### config.mk
export PLATFORM = sky130hd
export DESIGN_NAME = dmem_arbiter
export DESIGN_NICKNAME = d
export VERILOG_FILES = /design/src/rtl/dmem_arbiter.sv
export SDC_FILE = /design/constraint.sdc
export NUM_CORES = 1
export LEC_CHECK = 0
export CAP_MARGIN = 40
export CORE_AREA = 2 2 120 122
export DETAILED_ROUTE_END_ITERATION = 8
export DIE_AREA = 0 0 122 124
export HOLD_SLACK_MARGIN = 0.12
export PLACE_DENSITY_LB_ADDON = 0.08
export SETUP_SLACK_MARGIN = 0.5
export SKIP_LAST_GASP = 1
export SYNTH_ARGS = -nofsm -noshare
export SYNTH_HDL_FRONTEND = slang
export SYNTH_SLANG_ARGS = --single-unit
### constraint.sdc
create_clock -name clk -period 4.21 [get_ports clk]
set_input_delay 0.842 -clock clk [delete_from_list [all_inputs] [get_ports clk]]
set_output_delay 0.842 -clock clk [all_outputs]
set_load 0.01 [all_outputs]
### src/rtl/dmem_arbiter.sv
// Arbiter for the single-port data memory. The CPU load/store unit has fixed priority, and a DMA/debug
// port is guaranteed a grant after DMA_MAX_WAIT consecutive lost arbitrations.
module dmem_arbiter #(
  parameter int unsigned DMA_MAX_WAIT = 4,
  parameter int unsigned WAIT_W       = 3,
  parameter logic [31:0] DMA_BASE     = 32'h0000_1000,
  parameter logic [31:0] DMA_LIMIT    = 32'h0000_1FFF
) (
  input  logic        clk,
  input  logic        rst_n,
  input  logic        cpu_req,
  input  logic        cpu_we,
  input  logic [31:0] cpu_addr,
  input  logic [31:0] cpu_wdata,
  input  logic [3:0]  cpu_sign_mask,
  output logic [31:0] cpu_rdata,
  output logic        cpu_ack,
  output logic        cpu_stall,
  input  logic        dma_req,
  input  logic        dma_we,
  input  logic [31:0] dma_addr,
  input  logic [31:0] dma_wdata,
  input  logic [3:0]  dma_sign_mask,
  output logic [31:0] dma_rdata,
  output logic        dma_ack,
  output logic        dma_err,
  output logic [31:0] mem_addr,
  output logic [31:0] mem_write_data,
  output logic        mem_memwrite,
  output logic        mem_memread,
  output logic [3:0]  mem_sign_mask,
  input  logic [31:0] mem_read_data
);

  typedef enum logic [1:0] {
    IDLE     = 2'd0,
    RESP_CPU = 2'd1,
    RESP_DMA = 2'd2
  } state_t;

  localparam logic [WAIT_W-1:0] WAIT_MAX = WAIT_W'(DMA_MAX_WAIT);

  state_t            state, state_nx;
  logic              owner_we, owner_we_nx;
  logic              dma_err_r, dma_err_nx;
  logic [WAIT_W-1:0] wait_cnt, wait_nx;
  logic              dma_in_range, grant_dma, grant_cpu;

  assign dma_in_range = (dma_addr >= DMA_BASE) && (dma_addr <= DMA_LIMIT);
  assign grant_dma    = (state == IDLE) && dma_req && ((wait_cnt == WAIT_MAX) || !cpu_req);
  assign grant_cpu    = (state == IDLE) && cpu_req && !grant_dma;

  always_ff @(posedge clk) begin
    if (!rst_n) begin
      state     <= IDLE;
      owner_we  <= 1'b0;
      dma_err_r <= 1'b0;
      wait_cnt  <= '0;
    end else begin
      state     <= state_nx;
      owner_we  <= owner_we_nx;
      dma_err_r <= dma_err_nx;
      wait_cnt  <= wait_nx;
    end
  end

  always_comb begin
    state_nx       = state;
    owner_we_nx    = owner_we;
    dma_err_nx     = dma_err_r;
    wait_nx        = wait_cnt;
    mem_addr       = '0;
    mem_write_data = '0;
    mem_memwrite   = 1'b0;
    mem_memread    = 1'b0;
    mem_sign_mask  = '0;
    cpu_ack        = 1'b0;
    cpu_rdata      = '0;
    dma_ack        = 1'b0;
    dma_rdata      = '0;
    dma_err        = 1'b0;

    case (state)
      IDLE: begin
        if (grant_dma) begin
          state_nx    = RESP_DMA;
          owner_we_nx = dma_we;
          dma_err_nx  = !dma_in_range;
          wait_nx     = '0;
          // An out-of-range DMA access still consumes the grant, but never reaches memory.
          if (dma_in_range) begin
            mem_addr       = dma_addr;
            mem_write_data = dma_wdata;
            mem_sign_mask  = dma_sign_mask;
            mem_memwrite   = dma_we;
            mem_memread    = !dma_we;
          end
        end else if (grant_cpu) begin
          state_nx       = RESP_CPU;
          owner_we_nx    = cpu_we;
          mem_addr       = cpu_addr;
          mem_write_data = cpu_wdata;
          mem_sign_mask  = cpu_sign_mask;
          mem_memwrite   = cpu_we;
          mem_memread    = !cpu_we;
          if (dma_req && (wait_cnt < WAIT_MAX)) begin
            wait_nx = wait_cnt + 1'b1;
          end
        end
      end
      RESP_CPU: begin
        cpu_ack  = 1'b1;
        state_nx = IDLE;
        if (!owner_we) begin
          cpu_rdata = mem_read_data;
        end
      end
      RESP_DMA: begin
        dma_ack  = 1'b1;
        dma_err  = dma_err_r;
        state_nx = IDLE;
        if (!owner_we) begin
          dma_rdata = mem_read_data;
        end
      end
      default: state_nx = IDLE;
    endcase

    // Reset abandons any access in flight; nothing may reach memory or a requester while it is low.
    if (!rst_n) begin
      mem_addr       = '0;
      mem_write_data = '0;
      mem_sign_mask  = '0;
      mem_memwrite   = 1'b0;
      mem_memread    = 1'b0;
      cpu_ack        = 1'b0;
      cpu_rdata      = '0;
      dma_ack        = 1'b0;
      dma_rdata      = '0;
      dma_err        = 1'b0;
    end
  end

  assign cpu_stall = cpu_req & ~cpu_ack;

endmodule

==> results.tsv <==
metric	value	unit
yosysUniqueCellTypes	29	
dpl.cell_count	829	
fillCellCount	1461	
fp.dieW	122	um
cts_tree	yes	
track_usage	15.9	%
r2r-start	wait_cnt[0]	
min_path_type	reg -> reg	
required	3.37	ns
postLayoutCoreUtil	40.6	%
ys_seq_elements	7	
critPathMaxFanout	19	
rsz0062_at_grt	no	
maxCapViolCount	0	
fin_tns_setup	0	ns
rr_worst_depth	9	
gp_congestion	0.834	
area_growth	189	%
p_leak	2.29	nW
antenna_left	0	
diodes	0	
synthCells	359	
grt.overflow.total	0	
firstDrtPassIters	4	
worst_pin_slew	0.365	ns
finalCriticalPeriod	3.63	ns
peakVddDrop	88.2	uV
top_layer_used	met4	
wire_per_inst	16.0	um
num_vias	3759	
layout.nets	845	
grt_max_degree	52	
fin_crit_sh	86.2	%
outcome	completed	
grt_pass1_vias	3577	
synth_nets	535	
critPathKind	in -> out	
postSynthAreaPerCell	5.37	um2
power_density	116	nW/um2
worstSetupEndpoint	mem_write_data[28]	
h-tree-depth	1	
antenna_found_initial	0	
hold_viol	0	
ys_seq_area_share	7.27	%
reg2reg_to	dma_err_r	
fp.dieH	124	um
met1_length	4730	um
wl_met2	7200	um
die_area	15100	um2
instances_no_fill	848	
clock_latency	0.24	ns
synthesis.area	1930	um2
slew_headroom	75.7	%
vias_per_cell	4.43	
core	13700	um2
rrSetupSlack	2.44	ns
postRouteWirelength	13600	um
critPathLaunchType	primary input	
ys_warn_count	0	
root_buffer	clkbuf_16	
clk_pin_slew	0.04	ns
num_io_pins	312	
critPathCaptureType	output port	
fp-row-count	43	
setup_viol	0	
drive_above_1_share	15.6	%
report.final.slew_viol_count	0	
cts_inserted_buffers	3	
initial_core_util	14.1	%
drc	0	
cts.sinks	7	
critical_path_arrival	2.79	ns
wl_met3	1440	um
dp_hpwl	10100	um
max_freq	276	MHz
drt_iter0_drc	101	
max-clock-path-buffers	2	
crit_path_start	dma_addr[19]	
grt_pass1_wl	19100	um
port-buffer-count	311	
fin_skew	0.00312	ns
==> power by group <==
| part | leakage (nW) | switching (W) | total (W) | internal [W] |
|---|---|---|---|---|
| registers | 0.0574 | 0.00000433 | 0.0000754 | 0.0000711 |
| logic | 2.20 | 0.000154 | 0.000405 | 0.000251 |
| clock network | 0.0382 | 0.0000395 | 0.000166 | 0.000126 |
| total | 2.29 | 0.000198 | 0.000646 | 0.000448 |
==> cell usage after synthesis <==
| cell | number | area share (%) |
|---|---|---|
| a21oi_1 | 51 | 13 |
| nand2_1 | 55 | 11 |
| buf_6 | 2 | 1.2 |
| nor2_1 | 73 | 14 |
| inv_1 | 5 | 0.97 |
| or2_2 | 1 | 0.32 |
| and4b_1 | 1 | 0.52 |
| o21a_1 | 1 | 0.39 |
| or3b_1 | 1 | 0.45 |
| ha_1 | 2 | 1.3 |
| a21boi_0 | 1 | 0.39 |
| buf_2 | 5 | 1.3 |
| a31oi_1 | 2 | 0.65 |
| nor4_4 | 1 | 1.1 |
| xnor2_1 | 1 | 0.45 |
| nor4b_2 | 1 | 0.78 |
| and3_1 | 20 | 6.5 |
| a32o_1 | 1 | 0.52 |
| clkbuf_1 | 30 | 5.8 |
| buf_1 | 2 | 0.39 |
| and2_1 | 4 | 1.3 |
| or4_1 | 4 | 1.6 |
| nand2b_1 | 33 | 11 |
| nand3b_1 | 1 | 0.39 |
| nor3b_1 | 1 | 0.39 |
| nand4_1 | 49 | 16 |
| o21ai_0 | 3 | 0.78 |
| o211a_1 | 1 | 0.52 |
| dfxtp_1 | 7 | 7.3 |
==> stage by stage <==
step | setup slack (ns) | power, W | cell area [um2] | hold slack, ns
global placement | 0.00477 | 0.000489 | 5360 | 0.484
CTS | 0.381 | 0.000650 | 5430 | 0.542
global route | 0.515 | 0.000683 | 5570 | 0.575
floorplan | 1.04 | 0.000204 | 1930 | 0.469
finish | 0.581 | 0.000646 | 5570 | 0.547
detailed placement | 0.0212 | 0.000493 | 5380 | 0.537
==> sequential cells by signal, indices dropped and copies added, names as in the netlist <==
register and cells:
owner_we 1, state 2, wait_cnt 3, dma_err_r 1
==> placed cells by master, fill, tap and decap left out, types with 3 or more instances in the layout <==
master           synthesis  final
and2_1                   4      4
nand2_1                 55     54
o21ai_0                  3      3
a21oi_2                  0      7
nor2_1                  73     72
inv_1                    5      5
or4_4                    0      3
dlymetal6s2s_1           0      7
nand4_1                 49     49
buf_2                    5     46
clkdlybuf4s50_1          0    253
buf_12                   0     13
buf_4                    0     12
buf_16                   0      3
clkbuf_16                0      6
a21oi_1                 51     44
nand2b_1                33     33
and3_1                  20     19
dfxtp_1                  7      7
==> critical path, stage by stage <==
cell,delay [ns]
clkdlybuf4s50_1,0.42
or4_1,0.56
nor2_4,0.14
buf_12,0.13
buf_12,0.15
nand4_1,0.12
a21oi_2,0.17
clkdlybuf4s15_1,0.25
==> repair_timing <==
item                                    CTS  global route
gates resized for setup                 198            24
endpoints found under the setup margin   71            51
hold buffers                              0             0
pin swaps                                10            14
setup buffers                             7             2
gates cloned                              3             3
==> routing by layer <==
metal  vias to the layer above  global-route usage [%]
met4                         0                    3.66
met3                        15                    4.53
met2                       204                    32.4
met1                      1682                    15.7
met5                         -                       0
li1                       1858                       -
==> logic make-up (layout without fill, tap and decap cells) <==
| family | Yosys count | count (layout) | synth area share, % |
|---|---|---|---|
| adders and majority gates | 2 | 2 | 1.30 |
| AOI/OAI and AO/OA | 60 | 60 | 16.5 |
| xor gates and xnor gates | 1 | 1 | 0.454 |
| DFF | 7 | 7 | 7.27 |
| and+or+nand+nor | 245 | 245 | 64.8 |
| buffers and inverters | 44 | 353 | 9.67 |
==> layout make-up <==
class                   instances  area, um2  share of cell area, %
repair buffers                344       3430                   61.5
multi-input cells             308       1680                   30.2
well taps                     180        225                   4.04
flip-flops and latches          7        140                   2.51
clock buffers                   4       78.8                   1.41
inverters                       5       18.8                  0.337
==> how the worst min path moves through the flow <==
stage / start / cells past startpoint / end
after floorplan: dma_err_r / 2 / dma_err_r
after global placement: wait_cnt[1] / 2 / wait_cnt[1]
after detailed placement: wait_cnt[1] / 2 / wait_cnt[1]
after CTS: wait_cnt[1] / 2 / wait_cnt[1]
after global routing: wait_cnt[1] / 2 / wait_cnt[1]
final: wait_cnt[1] / 2 / wait_cnt[1]
Note: power is estimated with default switching activity, not from simulation.
